$ cat config.mk
export PLATFORM = sky130hd
export DESIGN_NAME = e1_tx_bdq
export DESIGN_NICKNAME = d
export VERILOG_FILES = /design/src/rtl/e1_tx_bdq_pkg.sv /design/src/rtl/e1_tx_bdq_fifo.sv /design/src/rtl/e1_tx_bdq.sv
export SDC_FILE = /design/constraint.sdc
export NUM_CORES = 1
export LEC_CHECK = 0
export CELL_PAD_IN_SITES_DETAIL_PLACEMENT = 0
export CELL_PAD_IN_SITES_GLOBAL_PLACEMENT = 1
export CORE_MARGIN = 5
export CORE_UTILIZATION = 45
export CTS_CLUSTER_DIAMETER = 100
export CTS_CLUSTER_SIZE = 12
export DETAILED_ROUTE_END_ITERATION = 10
export GPL_ROUTABILITY_DRIVEN = 0
export PLACE_DENSITY_LB_ADDON = 0.1
export SETUP_SLACK_MARGIN = 0.15
export SYNTH_ARGS = -nofsm -noshare
export SYNTH_HDL_FRONTEND = slang
export SYNTH_SLANG_ARGS = --single-unit
$ cat constraint.sdc
create_clock -name clk -period 2 [get_ports clk]
set_input_delay 0.6 -clock clk [delete_from_list [all_inputs] [get_ports clk]]
set_output_delay 0.6 -clock clk [all_outputs]
set_load 0.05 [all_outputs]
$ cat src/rtl/e1_tx_bdq_pkg.sv
// Shared E1 transmit constants and helpers for the buffer-descriptor queue.
// The optional underrun counter is enabled by E1_TX_BDQ_MISS_CNT_EN.
package e1_tx_bdq_pkg;

  localparam int E1_MFW     = 7;
  localparam int CRC_E_W    = 2;
  localparam int MISS_CNT_W = 16;

  function automatic logic [MISS_CNT_W-1:0] sat_inc(input logic [MISS_CNT_W-1:0] v);
    return (&v) ? v : v + MISS_CNT_W'(1);
  endfunction

endpackage

$ cat src/rtl/e1_tx_bdq_fifo.sv
// Synchronous FIFO with extra-bit pointers; a simultaneous pop frees a slot
// for a push when full, and flush empties it by snapping read to write.
module e1_tx_bdq_fifo #(
  parameter int W   = 8,
  parameter int LOG = 2
) (
  input  logic         clk,
  input  logic         rst,
  input  logic         flush,
  input  logic         push,
  input  logic         pop,
  input  logic [W-1:0] wdata,
  output logic [W-1:0] rdata,
  output logic         full,
  output logic         empty
);

  localparam int DEPTH = 1 << LOG;

  logic [W-1:0] mem [DEPTH];
  logic [LOG:0] wptr, rptr;
  logic         do_push, do_pop;

  assign empty   = (wptr == rptr);
  assign full    = ((wptr ^ rptr) == {1'b1, {LOG{1'b0}}});
  assign do_pop  = pop & ~empty;
  assign do_push = push & (~full | do_pop);
  assign rdata   = mem[rptr[LOG-1:0]];

  // NOTE: non-blocking assignments in clocked blocks, so every flop samples pre-edge values.
  always_ff @(posedge clk or posedge rst) begin
    if (rst) begin
      wptr <= '0;
      rptr <= '0;
    end else if (flush) begin
      rptr <= wptr;
    end else begin
      if (do_push) wptr <= wptr + 1'b1;
      if (do_pop)  rptr <= rptr + 1'b1;
    end
  end

  // NOTE: storage is not reset; the pointers alone define which entries are valid.
  always_ff @(posedge clk) begin
    if (do_push && !flush) mem[wptr[LOG-1:0]] <= wdata;
  end

endmodule

$ cat src/rtl/e1_tx_bdq.sv
// E1 TX buffer-descriptor queue: submit FIFO, head presentation, done FIFO, status.
// Define E1_TX_BDQ_MISS_CNT_EN to build the saturating underrun counter.
module e1_tx_bdq
  import e1_tx_bdq_pkg::*;
#(
  parameter int MFW  = E1_MFW,
  parameter int QLOG = 2,
  parameter int DLOG = 2
) (
  input  logic                  clk,
  input  logic                  rst,
  input  logic [MFW-1:0]        sub_mf,
  input  logic [CRC_E_W-1:0]    sub_crc_e,
  input  logic                  sub_valid,
  output logic                  sub_ready,
  output logic [MFW-1:0]        bd_mf,
  output logic [CRC_E_W-1:0]    bd_crc_e,
  output logic                  bd_valid,
  input  logic                  bd_done,
  input  logic                  bd_miss,
  output logic [MFW-1:0]        done_mf,
  output logic                  done_valid,
  input  logic                  done_ready,
  input  logic                  ctrl_flush,
  output logic                  stat_ovf,
  output logic                  stat_miss,
  output logic [MISS_CNT_W-1:0] stat_miss_cnt,
  input  logic                  stat_clr
);

  logic sub_full, sub_empty, done_full, done_empty;
  logic sub_push, retire, done_push, done_pop, ovf_evt;

  // NOTE: every always_comb output gets a default first, so no latch can be inferred.
  always_comb begin
    sub_push  = 1'b0;
    retire    = 1'b0;
    done_push = 1'b0;
    done_pop  = 1'b0;
    ovf_evt   = 1'b0;
    sub_push  = sub_valid & ~sub_full;
    retire    = bd_done & ~sub_empty;
    done_pop  = done_ready & ~done_empty;
    done_push = retire & ~ctrl_flush;
    // The pop frees the slot first, so only a push into a still-full FIFO is lost.
    ovf_evt   = done_push & done_full & ~done_pop;
  end

  assign sub_ready  = ~sub_full;
  assign bd_valid   = ~sub_empty;
  assign done_valid = ~done_empty;

  e1_tx_bdq_fifo #(.W(MFW + CRC_E_W), .LOG(QLOG)) u_sub_q (
    .clk   (clk),
    .rst   (rst),
    .flush (ctrl_flush),
    .push  (sub_push),
    .pop   (retire),
    .wdata ({sub_mf, sub_crc_e}),
    .rdata ({bd_mf, bd_crc_e}),
    .full  (sub_full),
    .empty (sub_empty)
  );

  e1_tx_bdq_fifo #(.W(MFW), .LOG(DLOG)) u_done_q (
    .clk   (clk),
    .rst   (rst),
    .flush (1'b0),
    .push  (done_push),
    .pop   (done_pop),
    .wdata (bd_mf),
    .rdata (done_mf),
    .full  (done_full),
    .empty (done_empty)
  );

  // A clear in the same cycle as an event leaves the event's effect standing.
  always_ff @(posedge clk or posedge rst) begin
    if (rst) begin
      stat_ovf  <= 1'b0;
      stat_miss <= 1'b0;
    end else if (stat_clr) begin
      stat_ovf  <= ovf_evt;
      stat_miss <= bd_miss;
    end else begin
      stat_ovf  <= stat_ovf | ovf_evt;
      stat_miss <= stat_miss | bd_miss;
    end
  end

`ifdef E1_TX_BDQ_MISS_CNT_EN
  logic [MISS_CNT_W-1:0] miss_cnt;

  always_ff @(posedge clk or posedge rst) begin
    if (rst)           miss_cnt <= '0;
    else if (stat_clr) miss_cnt <= bd_miss ? MISS_CNT_W'(1) : '0;
    else if (bd_miss)  miss_cnt <= sat_inc(miss_cnt);
  end

  assign stat_miss_cnt = miss_cnt;
`else
  assign stat_miss_cnt = '0;
`endif

endmodule

==> results of run 1 <==
stage by stage:
stage	cell area, sq um	utilization (%)
after floorplan	3440	-
after global placement	3940	54.4
after detailed placement	3940	54.4
after CTS	4270	58.8
after global routing	4310	59.4
final	4310	59.4
logic make-up after synthesis:
| family | count (synthesis) |
|---|---|
| AOI/OAI and AO/OA | 8 |
| other | 1 |
| xor gates and xnor gates | 15 |
| and+or+nand+nor | 19 |
| DFF | 78 |
| adders and majority gates | 10 |
| buffers and inverters | 28 |
| muxes | 20 |
worst paths after layout:
| check | end | cells after the start | startpoint |
|---|---|---|---|
| worst max-delay path | bd_mf[1] | 3 | u_sub_q.rptr[0] |
| worst min-delay path | stat_ovf | 1 | stat_ovf |
| worst max register to register | u_sub_q.mem[2][8] | 6 | u_sub_q.rptr[0] |
| worst min register to register | stat_ovf | 1 | stat_ovf |
| max in group asynchronous | u_done_q.rptr[0] | 2 | rst |
| min in group asynchronous | stat_miss | 2 | rst |
power groups by stage:
stage | logic (mW) | clock network (mW) | registers [mW]
after CTS | 3.75 | 1.07 | 2.37
final | 3.80 | 1.04 | 2.37
after floorplan | 2.37 | 0 | 2.38
after detailed placement | 3.35 | 0 | 2.43
after global routing | 4.06 | 1.14 | 2.40
after global placement | 3.30 | 0 | 2.41
what timing repair did:
| item | 4_1_cts | 5_1_grt |
|---|---|---|
| pin swaps | 2 | 3 |
| setup endpoints to repair | 47 | 48 |
| buffers inserted | 7 | 2 |
| gates resized for setup | 26 | 8 |
layer usage:
metal | global-route usage [%] | vias up | wire length, um
met5 | 0 | - | 0
met4 | 5.61 | 0 | 74
met3 | 3.02 | 8 | 317
met2 | 21.6 | 41 | 2780
met1 | 16.3 | 839 | 2270
li1 | - | 790 | -
final cells by class:
| cell class | instances | area, sq um |
|---|---|---|
| clock buffer | 9 | 124 |
| clock inverter | 7 | 55.1 |
| fill | 547 | 2950 |
| inverter | 7 | 26.3 |
| multi-input combinational | 88 | 1010 |
| sequential | 78 | 2270 |
| tap | 99 | 124 |
| timing repair buffer | 67 | 692 |
registers in the layout (all words and copies together) (netlist names):
signal / count
stat_ovf: 1
u_sub_q.wptr: 3
u_sub_q.rptr: 3
u_done_q.rptr: 3
stat_miss: 1
u_done_q.mem: 28
u_done_q.wptr: 3
u_sub_q.mem: 36
layout by cell type (no fill, tap or decap), drive strengths merged:
cell type / synthesis / layout
or3b: 1 / 1
dfrtp: 14 / 14
mux2i: 2 / 2
clkbuf: 2 / 9
o311ai: 1 / 1
mux4: 16 / 16
o21ai: 3 / 3
o31ai: 1 / 1
and2: 7 / 7
inv: 7 / 10
buf: 19 / 51
edfxtp: 64 / 64
xnor2: 6 / 6
clkinvlp: 0 / 2
a21o: 2 / 2
nand3: 1 / 1
clkdlybuf4s50: 0 / 16
or3: 2 / 2
nor4: 1 / 1
nand2: 4 / 4
ha: 10 / 10
xor2: 9 / 9
nor3b: 1 / 1
o311a: 1 / 1
nor3: 1 / 1
conb: 1 / 16
mux2: 2 / 2
nor4b: 1 / 1
clkinv: 0 / 2
==> metrics.md, run 1 <==
| Metric | Value |
|---|---|
| Final Hold Vio Count | 0 |
| GRT Total Usage | about an eighth |
| Synthesized cell area | 3370 sq um |
| Pre-CTS WS | -0.258 ns |
| Die area | 9320 sq um |
| CTS tree | yes |
| Nets | around 280 |
| 1st-pass router iterations | 5 |
| Row count | 31 |
| Post-Synth XOR/XNOR Area | 4.35% |
| Die X | 96.5 um |
| Setup CP Type | flop to output port |
| H-tree levels | 3 |
| Flop2flop setup slack | 0.19 ns |
| Worst VDD drop | 0.000788 V |
| First-pass GRT wire length | approximately 9000 um |
| F_max | 444 MHz |
| Clock-pin slew on the worst setup and hold paths | 0.08 ns |
| Crit path cell chain | buf_12, mux4_2, buf_6 |
| FF+latch count, synth | 78 |
| Minimum clock period after layout | between 2 and 2.5 ns |
| Worst min-delay path class | flop to flop |
| Clock skew | ~0.0058 ns |
| Mux cell area share after synthesis | around 12% |
| Mean post-synth cell area | about 19 sq um |
| Main combinational cell family by area after synthesis | multiplexers |
| Post-synth ARST share | between 10% and 20% |
| CP Max Fanout | 11 |
| Slew at the pin with the worst max-slew slack | 0.586 ns |
| Final setup TNS | -3.54 ns |
| Final setup margin | -0.250 ns |
| Req. time, crit path | 1.40 ns |
| CP arrival | ~1.7 ns |
| Ys Warns | 0 |
| Synthesized-area fraction occupied by adder cells | 3.71% |
| Routed Antenna Nets | 0 |
| Comb power frac | 52.7% |
| CTS Buffer Depth | 2 |
| Max-slew headroom | 60.9% |
| Synth area leader | edfxtp_1 |
| Synthesized instance count | between 150 and 200 |
| Non-filler cells, final | 355 |
| Clock latency on the worst-skew pair | ~0.33 ns |
| Area grow syn2layout | 27.8% |
| Dominant cell by count in the synthesized netlist | edfxtp_1 |
| Layout cells sized above 1 | approximately two fifths |
| Hpwl dp | roughly 4000 um |
| Placed cell count | 330 |
| Cts-stage hold buffer count | 0 |
| Via/cell ratio | 4.73 |
| RSZ-0062 raised after global routing | yes |
| Power density over the cells | 1680 nW/um^2 |
| Endpoints failing setup | 19 |
| Buf/Inv on CP | 2 |
| Initial drt markers | roughly 40 |
| Seq/Total Area, Yosys | 67.5% |
| Residual DRC | 0 |
| Tot Pwr | about 7.2 mW |
| Part of the power in registers | roughly a third |
| CP Capture Type | output port |
| Dominant synthesized flop cell | edfxtp_1 |
| Max Cap Viol | 0 |
| TritonCTS Buffers | 9 |
| Highest cell delay on the worst timing path | 0.58 ns |
| CTS sink cnt | 78 |
| Total number of vias | 1678 |
| DRT Wirelength | 5440 um |
| Starting Density | 46.4% |
| Hold_ws | 0.498 ns |
| Initial antenna violation count | 0 |
| Tcrit/Tclk final | 113% |
| Die height | between 90 and 100 um |
| Crit-path leading delay family | multiplexers |
| Int Pwr | 4.34 mW |
| Post-synth top cells | 64 x edfxtp_1, 18 x buf_4, 16 x mux4_2 |
| Status | finished, violations left |
| Antenna Cells | 0 |
| Core Footprint | 7250 sq um |
| Number of global-route vias before repair | 1772 |
| Compound-Gate Fraction of Synth Area | 2.41% |
| Clock Power Share | 14.5% |
| Port bufs | 37 |
| WL/cell | between 15 and 20 um |
| Gr ovfl total | 0 |
| Max Slew Vio Count | 0 |
| Root buffer cell | clkbuf_8 |
| Failing checks | setup timing |
| Net Switching | around 2.9 mW |
| Synth area leaders | edfxtp_1 57%, mux4_2 11%, dfrtp_1 10% |
| Leakage Power | ~1.6 nW |
| Count of flip-flops with a built-in enable after synthesis | 64 |
| CP max-delay cell | mux4_2 |
| Cell variety after synth | 33 |
| Switching part of the total | 39.9% |
| Critical path launch point type | flop |
| I/O pin count | 54 |
| Largest net degree at the start of global routing | 16 |
| Synth Area in Simple Gates | ~4.7% |
| Share of the synthesized area in the top cell type | 57.1% |
Power figures use the tool's default switching activity.
==> run 2: changes to the inputs <==
MAX_ROUTING_LAYER = met4   (was default)
==> metrics.md, run 2 (synthesis gave the netlist of run 1 again) <==
| Metric | Value |
|---|---|
| Status | finished, violations left (unchanged) |
| Failing checks | setup timing (unchanged) |
| Clock skew | 0.00977 ns (was 0.00578 ns) |
| WL/cell | 15.5 um (was 15.3 um) |
| Crit path cell chain | buf_12, mux4_2, buf_6 (unchanged) |
| Endpoints failing setup | 19 (unchanged) |
| # fillers | 544 (was 547) |
| Nets | 280 (was 278) |
| F_max | 448 MHz (was 444 MHz) |
| Number of global-route vias before repair | 1772 (unchanged) |
| Max Slew Vio Count | 0 (unchanged) |
| Root buffer cell | clkbuf_8 (unchanged) |
| Port bufs | 37 (unchanged) |
| Clock-pin slew on the worst setup and hold paths | 0.08 ns (about the same) |
| Req. time, crit path | 1.40 ns (about the same) |
| H-tree levels | 3 (unchanged) |
| Worst min-delay path class | flop to flop (unchanged) |
| CTS sink cnt | 78 (unchanged) |
| Gr ovfl total | 0 (unchanged) |
| Comb power frac | 52.9% (was 52.7%) |
| RSZ-0062 raised after global routing | yes (unchanged) |
| Net Switching | 2.91 mW (was 2.88 mW) |
| Routed Antenna Nets | 0 (unchanged) |
| Max-slew headroom | 60.9% (about the same) |
| GRT Total Usage | 13.4% (was 13.0%) |
| Core Footprint | 7250 sq um (unchanged) |
| Power density over the cells | 1680 nW/um^2 (about the same) |
| TritonCTS Buffers | 9 (unchanged) |
| Max reg flops | 36 (unchanged) |
| Leakage Power | 1.64 nW (was 1.63 nW) |
| 1st-pass router iterations | 4 (was 5) |
| First-pass GRT wire length | 8780 um (unchanged) |
| Largest net degree at the start of global routing | 16 (unchanged) |
| Total number of vias | 1684 (was 1678) |
| Switching part of the total | 40.0% (was 39.9%) |
| Die area | 9320 sq um (unchanged) |
| Final setup margin | -0.234 ns (was -0.250 ns) |
| Layout cells sized above 1 | 39.9% (was 39.5%) |
| I/O pin count | 54 (unchanged) |
| Highest cell delay on the worst timing path | 0.56 ns (was 0.58 ns) |
| Die height | 96.5 um (unchanged) |
| CP max-delay cell | mux4_2 (unchanged) |
| Tot Pwr | 7.27 mW (was 7.22 mW) |
| CP Capture Type | output port (unchanged) |
| Tcrit/Tclk final | 112% (was 113%) |
| CP Max Fanout | 11 (unchanged) |
| Via/cell ratio | 4.72 (was 4.73) |
| Initial antenna violation count | 0 (unchanged) |
| Area grow syn2layout | 28.3% (was 27.8%) |
| Commonest non-fill, non-tap cell in the layout | edfxtp_1 (unchanged) |
| Row count | 31 (unchanged) |
| Final Hold Vio Count | 0 (unchanged) |
| Minimum clock period after layout | 2.23 ns (was 2.25 ns) |
| Part of the power in registers | 32.6% (was 32.8%) |
| Int Pwr | 4.37 mW (was 4.34 mW) |
| DRT Wirelength | 5530 um (was 5440 um) |
| CP arrival | 1.63 ns (was 1.65 ns) |
| Clock latency on the worst-skew pair | 0.34 ns (was 0.33 ns) |
| Pre-CTS WS | -0.258 ns (unchanged) |
| Crit-path leading delay family | multiplexers (unchanged) |
| Critical path launch point type | flop (unchanged) |
| Slew at the pin with the worst max-slew slack | 0.586 ns (about the same) |
| Antenna Cells | 0 (unchanged) |
| Worst VDD drop | 0.000793 V (was 0.000788 V) |
| Buf/Inv on CP | 2 (unchanged) |
| CTS tree | yes (unchanged) |
| Setup CP Type | flop to output port (unchanged) |
| Clock Power Share | 14.5% (about the same) |
| Starting Density | 46.4% (unchanged) |
| Cts-stage hold buffer count | 0 (unchanged) |
| CTS Buffer Depth | 2 (unchanged) |
| Die X | 96.5 um (unchanged) |
| Residual DRC | 0 (unchanged) |
| Commonest cells after routing, fill and taps aside | 64 x edfxtp_1, 26 x buf_4, 21 x buf_6 (was 64 x edfxtp_1, 24 x buf_4, 21 x buf_6) |
| Max Cap Viol | 0 (unchanged) |
| Hpwl dp | 4040 um (unchanged) |
| Initial drt markers | 31 (was 41) |
[run 2: layout make-up]
| type | instances | area (sq um) | area share (%) |
|---|---|---|---|
| Sequential cell | 78 | 2270 | 52.6 |
| Inverter | 7 | 26.3 | 0.608 |
| Tap cell | 99 | 124 | 2.87 |
| Clock buffer | 9 | 124 | 2.87 |
| Multi-Input combinational cell | 88 | 1010 | 23.4 |
| Timing Repair Buffer | 69 | 707 | 16.4 |
| Clock inverter | 7 | 55.1 | 1.27 |
[run 2: per-layer routing]
layer	global-route usage [%]	share of wire (%)
met1	16.8	43
met2	21.6	51
met3	2.40	4.7
met4	5.61	1.1
met5	-	0
[run 2: worst reg2reg max path: stages (launching register included)]
cell	delay (ns)
dfrtp_1	0.40
buf_12	0.16
xor2_4	0.19
buf_4	0.15
o311a_4	0.32
and2_1	0.19
buf_12	0.15
[run 2: path summary, 6_finish.rpt]
path | start | to | slack, ns | cells after the start
max reg2reg | u_sub_q.rptr[0] | u_sub_q.mem[2][8] | 0.19 | 6
min reg2reg | stat_ovf | stat_ovf | 0.50 | 1
max in group asynchronous | rst | u_done_q.rptr[0] | 0.96 | 2
max | u_sub_q.rptr[0] | bd_mf[1] | -0.23 | 3
min | stat_ovf | stat_ovf | 0.50 | 1
min in group asynchronous | rst | u_sub_q.rptr[0] | 0.62 | 2
[run 2: through the flow]
| step | TNS [ns] | area, sq um | instances | utilization, % | hold WS (ns) |
|---|---|---|---|---|---|
| after floorplan | 0 | 3440 | 194 | - | 0.462 |
| after global placement | -6.98 | 3940 | 330 | 54.4 | 0.461 |
| after detailed placement | -8.38 | 3940 | 330 | 54.4 | 0.482 |
| after CTS | -4.08 | 4270 | 353 | 58.8 | 0.504 |
| after global routing | -4.54 | 4320 | 357 | 59.6 | 0.511 |
| final | -3.59 | 4320 | 357 | 59.6 | 0.498 |
[run 2: power groups by stage]
stage                     Combinational, mW  Clock (mW)  Sequential, mW
after CTS                              3.75        1.07            2.37
after global placement                 3.30           0            2.41
final                                  3.85        1.06            2.37
after floorplan                        2.37           0            2.38
after global routing                   4.10        1.14            2.40
after detailed placement               3.35           0            2.43
[run 2: what timing repair did]
item | in CTS | in global routing
endpoints found under the setup margin | 47 | 48
buffers inserted | 7 | 4
pin swaps | 2 | 3
gates resized for setup | 26 | 8
endpoints found under the hold margin | 0 | 0
==> run 3: changes to the inputs <==
CTS_CLUSTER_SIZE = 25   (was 12)
RECOVER_POWER = 50   (was default)
==> metrics.md, run 3 (synthesis gave the netlist of run 1 again) <==
| Metric | Value |
|---|---|
| Die height | 96.5 um (unchanged) |
| Net Switching | 2.90 mW (was 2.91 mW) |
| TritonCTS Buffers | 9 (unchanged) |
| Total number of vias | 1690 (was 1684) |
| Buf/Inv on CP | 2 (unchanged) |
| CP Max Fanout | 11 (unchanged) |
| Area of the multi-input gates | 1010 sq um (about the same) |
| Port bufs | 37 (unchanged) |
| Gr ovfl total | 0 (unchanged) |
| Via/cell ratio | 4.73 (was 4.72) |
| Fin util | 59.4% (was 59.6%) |
| Antenna Cells | 0 (unchanged) |
| DRT Wirelength | 5530 um (about the same) |
| Max Cap Viol | 0 (unchanged) |
| CTS sink cnt | 78 (unchanged) |
| Residual DRC | 0 (unchanged) |
| Max-slew headroom | 60.9% (about the same) |
| Power density over the cells | 1680 nW/um^2 (about the same) |
| Initial antenna violation count | 0 (unchanged) |
| Worst min-delay path class | flop to flop (unchanged) |
| CTS Buffer Depth | 2 (unchanged) |
| Max reg flops | 36 (unchanged) |
| Req. time, crit path | 1.40 ns (about the same) |
| Core Footprint | 7250 sq um (unchanged) |
| Int Pwr | 4.33 mW (was 4.37 mW) |
| Highest cell delay on the worst timing path | 0.56 ns (about the same) |
| Part of the power in registers | 32.8% (was 32.6%) |
| Starting Density | 46.4% (unchanged) |
| Routed Antenna Nets | 0 (unchanged) |
| Slew at the pin with the worst max-slew slack | 0.586 ns (about the same) |
| 1st-pass router iterations | 4 (unchanged) |
| WL/cell | 15.5 um (about the same) |
| Crit-path leading delay family | multiplexers (unchanged) |
| CTS tree | yes (unchanged) |
| Worst VDD drop | 0.000794 V (was 0.000793 V) |
| F_max | 447 MHz (was 448 MHz) |
| GRT Total Usage | 13.4% (unchanged) |
| I/O pin count | 54 (unchanged) |
| Die area | 9320 sq um (unchanged) |
| Initial drt markers | 32 (was 31) |
| Number of global-route vias before repair | 1772 (unchanged) |
| Final Hold Vio Count | 0 (unchanged) |
| CP max-delay cell | mux4_2 (unchanged) |
| Finished Cell Area | 4310 sq um (was 4320 sq um) |
| H-tree levels | 3 (unchanged) |
| Die X | 96.5 um (unchanged) |
| Nets | 280 (unchanged) |
| Row count | 31 (unchanged) |
| Comb power frac | 52.6% (was 52.9%) |
| Area grow syn2layout | 27.9% (was 28.3%) |
| # fillers | 545 (was 544) |
| Max Slew Vio Count | 0 (unchanged) |
| Endpoints failing setup | 19 (unchanged) |
| Area after DPL | 3940 sq um (unchanged) |
| Clock latency on the worst-skew pair | 0.34 ns (about the same) |
| Leakage Power | 1.63 nW (was 1.64 nW) |
| Reg area | 2270 sq um (about the same) |
| First-pass GRT wire length | 8780 um (unchanged) |
| Crit path cell chain | buf_12, mux4_2, buf_6 (unchanged) |
| Largest net degree at the start of global routing | 16 (unchanged) |
| Clock Power Share | 14.6% (was 14.5%) |
| Root buffer cell | clkbuf_8 (unchanged) |
| Final setup margin | -0.235 ns (was -0.234 ns) |
| Minimum clock period after layout | 2.24 ns (was 2.23 ns) |
| Clock skew | 0.00947 ns (was 0.00977 ns) |
| Critical path launch point type | flop (unchanged) |
| CP Capture Type | output port (unchanged) |
| Cts-stage hold buffer count | 0 (unchanged) |
| Switching part of the total | 40.2% (was 40.0%) |
| CP arrival | 1.64 ns (was 1.63 ns) |
| Failing checks | setup timing (unchanged) |
| Commonest cells after routing, fill and taps aside | 64 x edfxtp_1, 24 x buf_4, 21 x buf_6, 16 x mux4_2, 16 x conb_1 (was 64 x edfxtp_1, 26 x buf_4, 21 x buf_6) |
| Setup CP Type | flop to output port (unchanged) |
| Status | finished, violations left (unchanged) |
| Commonest non-fill, non-tap cell in the layout | edfxtp_1 (unchanged) |
| Layout cells sized above 1 | 38.4% (was 39.9%) |
| Tcrit/Tclk final | 112% (about the same) |
| RSZ-0062 raised after global routing | yes (unchanged) |
| Clock-pin slew on the worst setup and hold paths | 0.08 ns (about the same) |
| Hpwl dp | 4040 um (unchanged) |
run 3: cell count changes in the layout (fill, tap and decap cells not counted), sizes merged:
cell	before	now
dlygate4sd3	0	11
clkdlybuf4s50	16	5
clkbuf	9	11
buf	53	51
run 3: power by group through the flow:
stage	Combinational [mW]	Clock, mW	Sequential, mW
after CTS	3.75	1.07	2.37
after global routing	4.06	1.14	2.40
final	3.81	1.06	2.37
after floorplan	2.37	0	2.38
after global placement	3.30	0	2.41
after detailed placement	3.35	0	2.43
run 3: worst register-to-register path, stage by stage, from the launching register on:
cell and delay, ns:
dfrtp_1 0.40, buf_12 0.16, xor2_4 0.19, buf_4 0.15, o311a_4 0.32, and2_1 0.19
buf_12 0.15
run 3: area by class of cell:
type,instances,area share (%)
clock inverter,7,1.28
clock buffer,9,2.87
timing repair buffer,69,16.2
tap,99,2.87
sequential,78,52.8
inverter,7,0.610
multi-input combinational,88,23.4
run 3: through the flow:
step | std cells | total power, mW | hold WS, ns | setup WS [ns] | setup TNS [ns]
4_1_cts | 353 | 7.19 | 0.504 | -0.275 | -4.08
3_3_place_gp | 330 | 5.71 | 0.461 | -0.205 | -6.98
6_report | 357 | 7.23 | 0.498 | -0.235 | -3.97
3_5_place_dp | 330 | 5.78 | 0.482 | -0.258 | -8.38
2_1_floorplan | 194 | 4.75 | 0.462 | 0.128 | 0
5_1_grt | 357 | 7.60 | 0.511 | -0.291 | -4.93
run 3: repair_timing:
item | 4_1_cts | 5_1_grt
setup buffers | 7 | 4
endpoints found under the setup margin | 47 | 48
resized for setup | 26 | 8
pin swaps | 2 | 3
run 3: worst paths after layout:
kind | from | endpoint | slack (ns) | cells after the start
setup reg to reg | u_sub_q.rptr[0] | u_sub_q.mem[2][8] | 0.19 | 6
max in group asynchronous | rst | u_done_q.wptr[1] | 0.83 | 2
hold reg to reg | stat_ovf | stat_ovf | 0.50 | 1
min in group asynchronous | rst | u_sub_q.rptr[0] | 0.76 | 2
setup / recovery | u_sub_q.rptr[0] | bd_mf[1] | -0.24 | 3
hold / removal | stat_ovf | stat_ovf | 0.50 | 1
run 3: per-layer routing:
layer / part of all wire, % / routed length, um / up-vias / track usage (%)
li1: - / - / 794 / -
met1: 43 / 2400 / 844 / 16.8
met2: 51 / 2800 / 45 / 21.6
met3: 4.7 / 258 / 7 / 2.40
met4: 1.1 / 61 / 0 / 5.61
met5: 0 / 0 / - / -
